==> config.mk <==
export PLATFORM = sky130hd
export DESIGN_NAME = sync_toggle_counter
export DESIGN_NICKNAME = d
export VERILOG_FILES = /design/src/rtl/sync_toggle_counter.sv
export SDC_FILE = /design/constraint.sdc
export NUM_CORES = 1
export LEC_CHECK = 0
export BUFFER_PORTS_ARGS = -buffer_cell sky130_fd_sc_hd__buf_2
export CORE_MARGIN = 2
export CORE_UTILIZATION = 54
export DETAILED_ROUTE_END_ITERATION = 8
export MAX_ROUTING_LAYER = met4
export PLACE_DENSITY = 0.82
export RECOVER_POWER = 50
export SETUP_SLACK_MARGIN = 0.15
export SYNTH_ARGS = -nofsm -noshare
export SYNTH_HDL_FRONTEND = slang
export SYNTH_SLANG_ARGS = --single-unit
==> constraint.sdc <==
create_clock -name clk -period 7.1 [get_ports clk]
set_clock_uncertainty 0.2 [all_clocks]
set_input_delay 0.355 -clock clk [delete_from_list [all_inputs] [get_ports clk]]
set_output_delay 0.355 -clock clk [all_outputs]
set_load 0.01 [all_outputs]
==> src/rtl/sync_toggle_counter.sv <==
// sync_toggle_counter
// Count register plus the per-bit toggle vector for a bank of T flip-flops.
// The block supports up/down counting, parallel load, terminal-count detection
// and a saturating wrap counter.
// Optional feature macro: CNT_MODULO_EN.
//   - Defined: the count wraps at MOD-1, and loads above MOD-1 are clamped.
//   - Undefined: the count wraps naturally at 2^WIDTH-1, and loads pass through unchanged.
module sync_toggle_counter #(
   parameter int WIDTH = 4,
   parameter int MOD   = 10,
   parameter int WRAPW = 8
) (
   input  logic             clk,
   input  logic             rst,       // asynchronous, active-low
   input  logic             en,
   input  logic             up,
   input  logic             load,
   input  logic [WIDTH-1:0] load_val,
   output logic [WIDTH-1:0] count,
   output logic [WIDTH-1:0] toggle,
   output logic             tc,
   output logic [WRAPW-1:0] wrap_cnt
);

   // A modulus outside 2..2^WIDTH cannot be represented; stop at elaboration.
   if (MOD < 2 || MOD > (2 ** WIDTH)) begin : g_mod_out_of_range
      $error("sync_toggle_counter: MOD must satisfy 2 <= MOD <= 2^WIDTH");
   end

`ifdef CNT_MODULO_EN
   localparam logic [WIDTH-1:0] TOP = WIDTH'(MOD - 1);
`else
   localparam logic [WIDTH-1:0] TOP = '1;
`endif

   logic [WIDTH-1:0] count_q, count_d;
   logic [WRAPW-1:0] wrap_cnt_q, wrap_cnt_d;
   logic             tc_raw;

   // Next count: load beats enable; the enabled count wraps between TOP and 0.
   // NOTE: give every always_comb output a default first, so that no path leaves it unassigned and infers a latch.
   always_comb begin
      count_d = count_q;
      tc_raw  = 1'b0;
      if (load) begin
`ifdef CNT_MODULO_EN
         count_d = (load_val > TOP) ? TOP : load_val;
`else
         count_d = load_val;
`endif
      end else if (en) begin
         if (up) begin
            tc_raw  = (count_q == TOP);
            count_d = tc_raw ? '0 : count_q + WIDTH'(1);
         end else begin
            tc_raw  = (count_q == '0);
            count_d = tc_raw ? TOP : count_q - WIDTH'(1);
         end
      end
   end

   // Combinational outputs are held at zero while reset is asserted.
   always_comb begin
      toggle = rst ? (count_q ^ count_d) : '0;
      tc     = rst & tc_raw;
   end

   // The wrap counter counts terminal-count edges and saturates at all-ones.
   always_comb begin
      wrap_cnt_d = wrap_cnt_q;
      if (tc && (wrap_cnt_q != '1)) begin
         wrap_cnt_d = wrap_cnt_q + WRAPW'(1);
      end
   end

   // State registers with asynchronous active-low clear.
   // NOTE: use non-blocking (<=) in clocked blocks, so that every flop samples pre-edge values regardless of statement order.
   always_ff @(posedge clk or negedge rst) begin
      if (!rst) begin
         count_q    <= '0;
         wrap_cnt_q <= '0;
      end else begin
         count_q    <= count_d;
         wrap_cnt_q <= wrap_cnt_d;
      end
   end

   assign count    = count_q;
   assign wrap_cnt = wrap_cnt_q;

endmodule

-- Yosys cells after proc, flatten, opt, wreduce, memory -nomap -nowiden
Index checks and enable logic that the tools add are counted.
- $add $sub $neg: 3
- equality and inequality tests: 2
- muxes and demuxes: 9
- bitwise gates (word level): 2
- reductions and logical operators: 2
- operators by type and width (operator ; count):
    $mux 4 ; 6
    $add 8x1->8 const B ; 1
    $ne 8x8->1 const B ; 1
    $add 4x1->4 const B ; 1
    $eq 4x4->1 const B ; 1
    $logic_not 4->1 ; 1
    $sub 4x1->4 const B ; 1
    $xor 4x4->4 ; 1
    $mux 1 ; 3
    $and 1x1->1 ; 1
    $logic_and 1x1->1 ; 1
- bits in registers: 12
- output and inout port bits: 17
- logic and storage cells: 20

-- Longest topological paths before layout
Gate-level depths: netlist of the first run.
- word-level depth: 7
- mapped depth: 7
- gate-level depth less buffers: 6

-- Worst setup path after synthesis of the first run
No wires, ideal clock.
- path type: register to register
- from: reg count_q[0] (netlist: count[0])
- to: reg wrap_cnt_q[1] (netlist: wrap_cnt[1])
- library setup time: 0.125 ns
- data arrival time: 2.036 ns
- required time: 6.775 ns
- slack: 4.739 ns
- cell stages (with the launch flop): 8
- path buffers: 1
- period minus slack after synthesis: 2.361 ns
- cells stage by stage: dfrtp_1 > clkbuf_1 > inv_1 > ha_1 > or4b_4 > a21oi_4 > nand2_1 > mux2_4
- cells in the longest elaborated chain, start to end: 6
- elaborated cells on any way between the ends: 7
- classes of those cells: eq/ne: 1; mux: 3; bitwise: 1; reduce/logical: 2
- RTL lines (what ; line ; source):
    from (decl) ; 36 ; logic [WIDTH-1:0] count_q, count_d;
    from (signal assigned) ; 83 ; count_q <= count_d;
    $eq 4x4->1 or $logic_not 4->1 (tied branches) ; 53, 56 ;
    $mux 1 (*) ; 52 ; if (up) begin
    $mux 1 (*) ; 51 ; end else if (en) begin
    $mux 1 (*) ; 45 ; if (load) begin
    $and 1x1->1 (*) ; 65 ; tc = rst & tc_raw;
    net tc ; 21 ; output logic tc,
    $logic_and 1x1->1 (*) ; 71 ; if (tc && (wrap_cnt_q != '1)) begin
    to (signal assigned) ; 84 ; wrap_cnt_q <= wrap_cnt_d;
    to (decl) ; 37 ; logic [WRAPW-1:0] wrap_cnt_q, wrap_cnt_d;
The timed path passes the listed nets; every way through them passes the cells marked *.
A chain may end at the register's enable or synchronous reset.

-- Final worst setup path of the first run
- from: in rst
- to: out toggle[0]
- cells in the longest elaborated chain, start to end: 1
- RTL lines (what ; line ; source):
    from (decl) ; 14 ; input logic rst,
    $mux 4 ; 64 ; toggle = rst ? (count_q ^ count_d) : '0;
    to (decl) ; 20 ; output logic [WIDTH-1:0] toggle,
Every way passes these cells.

==> metrics.cfg, run 1 <==
[die]
die_h_um = 45.2
die_width_um = 45.2
rows = 14
dieArea_sq_mm = 0.00204
io_pins = 26
start_util_pct = 59.3
core_area_sq_mm = 0.00154

[final_layout]
nNetsFinal = 137
final_common_cell = buf_2
post-route-cell-area_sq_mm = 0.00106
areaGrowthSynthToFinish_pct = 15.7
diodes = 0
drive_gt1_share_pct = 21.8
nFillCells = 131
utilization_pct = 68.7
final_cell_mix = buf_2, nand2_1, dfrtp_1, clkbuf_1, xnor2_1

[clock_network]
cts_buffers = 3
cts_tree = built
cts-root-buf = clkbuf_4
cts_sinks = 12
cts.path.max_buffers = 2
cts_max_level = 1
ctsResizeCount = 0
clkLatencyLatePin_ps = 280
cts_hold_buffers = 1
postCtsSetupBuffers = 0
clk_pin_slew_ps = 80

[worst_hold_path]
hold_path_class = in2reg
whs_path_depth = 3
min_from = load_val[2]

[critical_path]
path_class = in2out
startpoint = rst
crit_buf_inv = 3
r2r_cells = 6
critical_path.max_stage_delay_ps = 780
critical_path.startpoint_type = primary input
r2r_start = count[0]
cp_max_fo = 23
path_delay_family = buffers and inverters
path_depth = 6
end_kind = output pin
path_cells = dlygate4sd3_1 > clkbuf_1 > nand3b_1 > o221a_2 > a31oi_1 > buf_2
r2r_setup_slack_ps = 4700
crit_required_ps = 6550
crit_slowest_cell = clkbuf_1
arrival_ps = 2630

[yosys]
synthAdderAreaFrac_pct = 4.10
netlist_area_sq_um = 915
async_flop_share_pct = 100
ys_types = 39
synth_top_family_by_area = simple AND/OR/NAND/NOR gates
synth_top_cell_area_share_pct = 32.8
synth-edff-count = 0
synthMuxAreaShare_pct = 7.39
syn_area_per_cell_sq_um = 9.06
synth-compound-area-share_pct = 15.7
synth-simple-area-share_pct = 26.3
ys_ff_latch = 12
yosys_warnings = 0
ys_top_cells_by_area = dfrtp_1, xnor2_1, nand2_1, ha_1, and3_1
synth_ff_type = dfrtp_1
seq_area_frac_synth_pct = 32.8
syn_nets = 113
syn_inst = 101
synth_xor_xnor_area_share_pct = 7.66
synth_top_area_cell = dfrtp_1

[global_route]
gr-total-overflow = 0
grt_max_degree = 24
antenna_found_initial = 0
grt_util_all_layers_pct = 23.4
grt_pass1_vias = 808
grt_pass1_wl_um = 3390

[timing]
worst_pin_slew_ps = 1050
maxSlewHeadroom_pct = 29.7
rsz0062_at_grt = no
finalSetupViolations = 0
hold_viol = 0
final.setup.tns_ps = 0
max_freq_ghz = 0.314
holdWs_ps = 111
slew_violations = 0
post-route-min-period_ps = 3190
post-route-period-util_pct = 44.9

[drt]
drtIter0Drc = 22
routedWlPerCell_um = 14.9
firstDrtPassIters = 4
ant_nets = 0
drc = 0
vias_per_cell = 6.14
drt-total-wl_um = 2080
vias = 859

[power]
power_density_mw_per_mm2 = 199
ir_drop_mv = 0.168
total_leakage_power_nw = 0.487

[run_status]
status = completed

[placement]
placed_area_sq_mm = 0.00102
gp_congestion = 0.881
detailed_place_hpwl_um = 1450
io_buffers = 25

[flow_run]
maxCapViolCount = 0

sequential cells by signal, summed over array words and instances (netlist names):
| name | flops |
|---|---|
| wrap_cnt | 8 |
| count | 4 |
power breakdown:
| group | internal (mW) | leakage [nW] | switching, mW |
|---|---|---|---|
| clock network | 0.0312 | 0.0210 | 0.0263 |
| logic | 0.0302 | 0.308 | 0.0343 |
| registers | 0.0757 | 0.158 | 0.0131 |
worst register-to-register path: cells and delay by family, from the launching register on:
kind / cells / cell delay (ps)
AND/OR/NAND/NOR: 2 / 650
flip-flops: 1 / 490
multiplexers: 1 / 320
AO/OA/AOI/OAI: 1 / 270
adder cells (fa/ha/maj): 1 / 220
buffers and inverters: 1 / 140
final timing paths:
kind                                to
setup / recovery             toggle[0]
hold / removal                count[2]
setup reg to reg           wrap_cnt[1]
hold reg to reg            wrap_cnt[0]
max in group asynchronous     count[1]
min in group asynchronous  wrap_cnt[2]
synthesized netlist by cell type (all sizes together), types with 4 or more instances:
master / number
clkbuf: 4
inv: 5
a21oi: 5
xnor2: 7
nand2: 13
dfrtp: 12
nand3: 6
and3: 5
nand4: 4
per-layer routing:
metal | global-route usage (%) | vias to the layer above | wire [um]
met5 | - | - | 0
met4 | 8.82 | 0 | 23
met3 | 4.00 | 5 | 113
met2 | 39.7 | 35 | 1020
met1 | 27.4 | 406 | 922
li1 | - | 413 | -
cell families after synthesis:
kind of cell,after synthesis
AND/OR/NAND/NOR,41
AO/OA/AOI/OAI,19
buffers and inverters,12
flip-flops,12
XOR/XNOR,8
multiplexers,6
adder cells (fa/ha/maj),3
through the flow:
stage               instances  setup WS, ps  total power [mW]
floorplan                 101          4740             0.134
global placement          135          4730             0.151
detailed placement        135          4610             0.155
CTS                       140          4290             0.212
global route              140          3650             0.222
finish                    140          3910             0.211
final cells by class:
cell class | count | area (sq um) | area share, %
Sequential cell | 12 | 300 | 28.4
Timing Repair Buffer | 26 | 124 | 11.7
Inverter | 5 | 18.8 | 1.77
Tap cell | 16 | 20.0 | 1.89
Multi-Input combinational cell | 77 | 559 | 52.8
Clock buffer | 4 | 36.3 | 3.43
Note: power is estimated with default switching activity, not from simulation.
==> run 2: changes to the inputs <==
--- a/config.mk
+++ b/config.mk
@@ -7,10 +7,10 @@
 export LEC_CHECK = 0
 export BUFFER_PORTS_ARGS = -buffer_cell sky130_fd_sc_hd__buf_2
 export CORE_MARGIN = 2
-export CORE_UTILIZATION = 54
+export CORE_UTILIZATION = 46
 export DETAILED_ROUTE_END_ITERATION = 8
 export MAX_ROUTING_LAYER = met4
-export PLACE_DENSITY = 0.82
+export PLACE_DENSITY = 0.75
 export RECOVER_POWER = 50
 export SETUP_SLACK_MARGIN = 0.15
 export SYNTH_ARGS = -nofsm -noshare
==> constraint.sdc (replaced) <==
create_clock -name clk -period 2.7 [get_ports clk]
set_clock_uncertainty 0.2 [all_clocks]
set_input_delay 0.135 -clock clk [delete_from_list [all_inputs] [get_ports clk]]
set_output_delay 0.135 -clock clk [all_outputs]
set_load 0.01 [all_outputs]
==> run 2 against run 1 <==
Critical path depth decreased by 1. Worst setup slack got worse by 3600 ps. Critical endpoint is now toggle[3]. Global-route usage shrank 4.9 points. Highest routed layer unchanged. Hold slack lost 82 ps. First-iteration DRC count rose by 36%. Count of clock-buffer cells in the layout down 1. Core utilization fell by 11 points. Largest cell class unchanged. Clock power grew 86%. Power rose by 140%.
==> metrics.cfg, run 2 (same netlist as run 1, synthesis figures left out) <==
[run_status]
status = completed  ; unchanged

[critical_path]
r2r_start = count[0]  ; unchanged
path_depth = 5  ; was 6
crit_required_ps = 2370  ; was 6550 ps
crit_slowest_cell = or4b_2  ; was clkbuf_1
r2r_cells = 6  ; unchanged
path_class = reg2out  ; was in2out
cp_max_fo = 9  ; was 23
critical_path.startpoint_type = register  ; was primary input
critical_path.max_stage_delay_ps = 680  ; was 780 ps
r2r_setup_slack_ps = 390  ; was 4700 ps
worst_setup_path_endpoint = toggle[3]  ; was toggle[0]
path_delay_family = simple AND/OR/NAND/NOR gates  ; was buffers and inverters
crit_buf_inv = 1  ; was 3
startpoint = count[1]  ; was rst
path_cells = or4b_2 > o311ai_1 > a2111oi_0 > nand4b_1 > buf_2  ; was dlygate4sd3_1 > clkbuf_1 > nand3b_1 > o221a_2 > a31oi_1 > buf_2
r2r-end = wrap_cnt[6]  ; was wrap_cnt[1]
end_kind = output pin  ; unchanged
arrival_ps = 2050  ; was 2630 ps

[die]
dieArea_sq_mm = 0.00236  ; was 0.00204 sq mm
start_util_pct = 47.6  ; was 59.3%
rows = 16  ; was 14
die_h_um = 48.6  ; was 45.2 um
core_area_sq_mm = 0.00192  ; was 0.00154 sq mm
io_pins = 26  ; unchanged
die_width_um = 48.6  ; was 45.2 um

[clock_network]
cts_sinks = 12  ; unchanged
clkLatencyLatePin_ps = 260  ; was 280 ps
cts_tree = built  ; unchanged
clk_pin_slew_ps = 70  ; was 80 ps
cts_buffers = 3  ; unchanged
cts_max_level = 1  ; unchanged
cts.path.max_buffers = 2  ; unchanged
cts-root-buf = clkbuf_4  ; unchanged

[global_route]
grt_pass1_wl_um = 3330  ; was 3390 um
antenna_found_initial = 0  ; unchanged
gr-total-overflow = 0  ; unchanged
grt_max_degree = 16  ; was 24
grt_util_all_layers_pct = 18.4  ; was 23.4%
grt_pass1_vias = 788  ; was 808

[drt]
vias = 865  ; was 859
vias_per_cell = 5.58  ; was 6.14
drc = 0  ; unchanged
firstDrtPassIters = 4  ; unchanged
drt-total-wl_um = 1940  ; was 2080 um
ant_nets = 0  ; unchanged
drtIter0Drc = 30  ; was 22
routedWlPerCell_um = 12.5  ; was 14.9 um

[final_layout]
fin_cells = 155  ; was 140
final_common_cell = buf_2  ; unchanged
nFillCells = 194  ; was 131
drive_gt1_share_pct = 25.0  ; was 21.8%
diodes = 0  ; unchanged
final_cell_mix = buf_2, nand2_1, clkbuf_1, dfrtp_1, xnor2_1  ; was buf_2, nand2_1, dfrtp_1, clkbuf_1, xnor2_1
areaGrowthSynthToFinish_pct = 21.6  ; was 15.7%
post-route-cell-area_sq_mm = 0.00111  ; was 0.00106 sq mm
nNetsFinal = 142  ; was 137
utilization_pct = 57.9  ; was 68.7%
largest_reg_flops = 8  ; unchanged

[power]
power_mw = 0.516  ; was 0.211 mW
switching_share_pct = 34.6  ; was 35.0%
power_density_mw_per_mm2 = 463  ; was 199 mW/mm^2
power.share.clock_pct = 20.7  ; was 27.3%
power.switching_mw = 0.178  ; was 0.0738 mW
power_frac_comb_pct = 33.3  ; was 30.6%
total_leakage_power_nw = 0.500  ; was 0.487 nW
power_frac_seq_pct = 46.0  ; was 42.1%
ir_drop_mv = 0.263  ; was 0.168 mV
p_int_mw = 0.337  ; was 0.137 mW

[timing]
post-route-min-period_ps = 2390
slew_violations = 0  ; unchanged
finalSetupViolations = 0  ; unchanged
hold_viol = 0  ; unchanged
worst_pin_slew_ps = 387  ; was 1050 ps
final.setup.tns_ps = 0  ; unchanged
rsz0062_at_grt = no  ; unchanged
post-route-period-util_pct = 88.4
holdWs_ps = 29.0  ; was 111 ps
max_freq_ghz = 0.419
maxSlewHeadroom_pct = 73.8  ; was 29.7%
worst_slack_ps = 314  ; was 3910 ps

[worst_hold_path]
whs_path_depth = 3  ; unchanged
min_from = load  ; was load_val[2]
hold_path_class = in2reg  ; unchanged

[placement]
placedCellCount = 147  ; was 135
gp_congestion = 0.822  ; was 0.881
placed_area_sq_mm = 0.00104  ; was 0.00102 sq mm
detailed_place_hpwl_um = 1420  ; was 1450 um
io_buffers = 25  ; unchanged
dp_slack_ps = 378  ; was 4610 ps

[flow_run]
maxCapViolCount = 0  ; unchanged

-- run 2: worst register-to-register path: cells and delay by family, from the launching register on --
family	cells	cell delay (ps)
buffers and inverters	1	120
AOI/OAI and AO/OA	1	270
DFF	1	470
muxes	1	320
adders and majority gates	1	200
and+or+nand+nor	2	630
-- run 2: layout make-up --
type,instances,area (sq um),share of cell area [%]
Tap cell,27,33.8,3.04
Inverter,5,18.8,1.69
Multi-Input combinational cell,77,559,50.3
Sequential cell,12,305,27.4
Clock buffer,3,22.5,2.02
Timing Repair Buffer,31,173,15.5
-- run 2: power groups by stage --
| stage | Combinational (mW) | Clock, mW | Sequential [mW] |
|---|---|---|---|
| floorplan | 0.120 | 0 | 0.232 |
| global placement | 0.163 | 0 | 0.235 |
| detailed placement | 0.168 | 0 | 0.238 |
| CTS | 0.175 | 0.111 | 0.234 |
| global route | 0.190 | 0.126 | 0.242 |
| finish | 0.172 | 0.107 | 0.237 |
-- run 2: repair_timing --
action,CTS,global route
endpoints found under the setup margin,0,3
setup buffers,0,0
gates resized for setup,0,5
hold endpoints to repair,16,0
hold buffers,5,0
-- run 2: worst min-delay path by stage --
stage	to
floorplan	count[0]
global placement	wrap_cnt[7]
detailed placement	wrap_cnt[7]
CTS	count[2]
global route	count[2]
finish	count[2]
-- run 2: layer usage --
layer	vias to the layer above	GRT usage, %	wire, um
met1	405	22.6	896
li1	428	-	-
met4	0	8.57	19
met5	-	-	0
met3	2	0.926	101
met2	30	31.5	917
==> run 3: changes to the inputs <==
--- a/config.mk
+++ b/config.mk
@@ -6,11 +6,13 @@
 export NUM_CORES = 1
 export LEC_CHECK = 0
 export BUFFER_PORTS_ARGS = -buffer_cell sky130_fd_sc_hd__buf_2
+export CELL_PAD_IN_SITES_DETAIL_PLACEMENT = 1
+export CELL_PAD_IN_SITES_GLOBAL_PLACEMENT = 2
 export CORE_MARGIN = 2
-export CORE_UTILIZATION = 46
+export CORE_UTILIZATION = 27
 export DETAILED_ROUTE_END_ITERATION = 8
 export MAX_ROUTING_LAYER = met4
-export PLACE_DENSITY = 0.75
+export PLACE_DENSITY_LB_ADDON = 0.1
 export RECOVER_POWER = 50
 export SETUP_SLACK_MARGIN = 0.15
 export SYNTH_ARGS = -nofsm -noshare
==> run 3 against run 2 <==
Hold slack got worse by 12 ps. Largest cell class unchanged. Worst setup slack got worse by 51 ps. Wire length increased by 28%.
==> metrics.cfg, run 3 (same netlist as run 1, synthesis figures left out) <==
[run_status]
status = completed  ; unchanged

[timing]
finalSetupViolations = 0  ; unchanged
worst_pin_slew_ps = 325  ; was 387 ps
max_freq_ghz = 0.410  ; was 0.419 GHz
post-route-min-period_ps = 2440  ; was 2390 ps
slew_violations = 0  ; unchanged
rsz0062_at_grt = no  ; unchanged
maxSlewHeadroom_pct = 77.8  ; was 73.8%
holdWs_ps = 17.3  ; was 29.0 ps
hold_viol = 0  ; unchanged
post-route-period-util_pct = 90.3  ; was 88.4%
worst_slack_ps = 263  ; was 314 ps
final.setup.tns_ps = 0  ; unchanged

[power]
power.share.clock_pct = 25.7  ; was 20.7%
power_frac_comb_pct = 35.5  ; was 33.3%
power_mw = 0.580  ; was 0.516 mW
ir_drop_mv = 0.271  ; was 0.263 mV
power_frac_seq_pct = 38.9  ; was 46.0%
power_density_mw_per_mm2 = 490  ; was 463 mW/mm^2
power.switching_mw = 0.198  ; was 0.178 mW
switching_share_pct = 34.2  ; was 34.6%
total_leakage_power_nw = 0.534  ; was 0.500 nW
p_int_mw = 0.382  ; was 0.337 mW

[drt]
vias = 865  ; unchanged
ant_nets = 0  ; unchanged
drt-total-wl_um = 2480  ; was 1940 um
vias_per_cell = 4.81  ; was 5.58
topRoutingLayerUsed = met3  ; was met4
routedWlPerCell_um = 13.8  ; was 12.5 um
wl_met1_um = 1250  ; was 896 um
dr_wl_met3_um = 83  ; was 101 um
met2_length_um = 1150  ; was 917 um
drc = 0  ; unchanged
firstDrtPassIters = 4  ; unchanged
drtIter0Drc = 22  ; was 30

[die]
start_util_pct = 27.8  ; was 47.6%
dieArea_sq_mm = 0.00387  ; was 0.00236 sq mm
io_pins = 26  ; unchanged
die_width_um = 62.2  ; was 48.6 um
rows = 21  ; was 16
die_h_um = 62.2  ; was 48.6 um
core_area_sq_mm = 0.00328  ; was 0.00192 sq mm

[placement]
io_buffers = 25  ; unchanged
detailed_place_hpwl_um = 1940  ; was 1420 um
gp_congestion = 0.788  ; was 0.822
dp_slack_ps = 298  ; was 378 ps
placed_area_sq_mm = 0.00109  ; was 0.00104 sq mm

[clock_network]
cts_sinks = 12  ; unchanged
cts-root-buf = clkbuf_4  ; unchanged
clk_pin_slew_ps = 80  ; was 70 ps
cts_tree = built  ; unchanged
cts_max_level = 1  ; unchanged
cts_buffers = 3  ; unchanged
clkLatencyLatePin_ps = 280  ; was 260 ps
cts.path.max_buffers = 2  ; unchanged

[final_layout]
largest_reg_flops = 8  ; unchanged
drive_gt1_share_pct = 26.9  ; was 25.0%
nNetsFinal = 147  ; was 142
final_common_cell = buf_2  ; unchanged
post-route-cell-area_sq_mm = 0.00118  ; was 0.00111 sq mm
areaGrowthSynthToFinish_pct = 29.5  ; was 21.6%
diodes = 0  ; unchanged
final_cell_mix = buf_2, nand2_1, dfrtp_1, clkbuf_1, xnor2_1  ; was buf_2, nand2_1, clkbuf_1, dfrtp_1, xnor2_1

[critical_path]
r2r_cells = 6  ; unchanged
arrival_ps = 2100  ; was 2050 ps
critical_path.startpoint_type = register  ; unchanged
crit_required_ps = 2370  ; about the same
path_class = reg2out  ; unchanged
cp_max_fo = 7  ; was 9
end_kind = output pin  ; unchanged

[flow_run]
maxCapViolCount = 0  ; unchanged

[global_route]
grt_max_degree = 16  ; unchanged
grt_util_all_layers_pct = 13.8  ; was 18.4%
antenna_found_initial = 0  ; unchanged
grt_pass1_wl_um = 4130  ; was 3330 um
gr-total-overflow = 0  ; unchanged
grt_pass1_vias = 843  ; was 788

[worst_hold_path]
hold_path_class = in2reg  ; unchanged
whs_path_depth = 3  ; unchanged

run 3: per-stage QoR:
step	std cells	util, %
2_1_floorplan	101	-
3_3_place_gp	169	33.2
3_5_place_dp	169	33.2
4_1_cts	178	35.8
5_1_grt	180	36.1
6_report	180	36.1
run 3: worst paths after layout:
check                              end  slack (ps)         from
max                          toggle[3]         260     count[1]
min                           count[0]          20         load
max reg2reg                wrap_cnt[1]         340     count[0]
min reg2reg                wrap_cnt[0]         340  wrap_cnt[0]
max in group asynchronous  wrap_cnt[6]        1810          rst
min in group asynchronous  wrap_cnt[2]          70          rst
run 3: area by class of cell:
type                    instances  area (sq um)
well taps                      46          57.6
flip-flops and latches         12           303
multi-input cells              77           559
inverters                       5          18.8
repair buffers                 36           210
clock buffers                   4          36.3
fillers                       405          2100
run 3: power groups by stage:
stage / registers, mW / clock network [mW] / logic, mW
floorplan: 0.232 / 0 / 0.120
global placement: 0.227 / 0 / 0.195
detailed placement: 0.230 / 0 / 0.198
CTS: 0.226 / 0.157 / 0.204
global route: 0.231 / 0.169 / 0.230
finish: 0.226 / 0.149 / 0.206
run 3: timing repair:
item | CTS | global route
hold buffers | 5 | 0
setup endpoints to repair | 0 | 4
endpoints found under the hold margin | 16 | 0
buffers inserted | 0 | 2
resized for setup | 0 | 2
run 3: critical path, stage by stage, from the launching register on:
cell	delay [ps]
dfrtp_2	450
or4b_2	660
o311ai_0	120
buf_4	190
a2111oi_0	80
nand4b_1	180
buf_2	150
run 3: per-layer routing:
layer	vias to the layer above	GRT usage, %
met5	-	-
met4	0	2.50
li1	437	-
met2	14	21.3
met3	0	4.17
met1	414	18.2
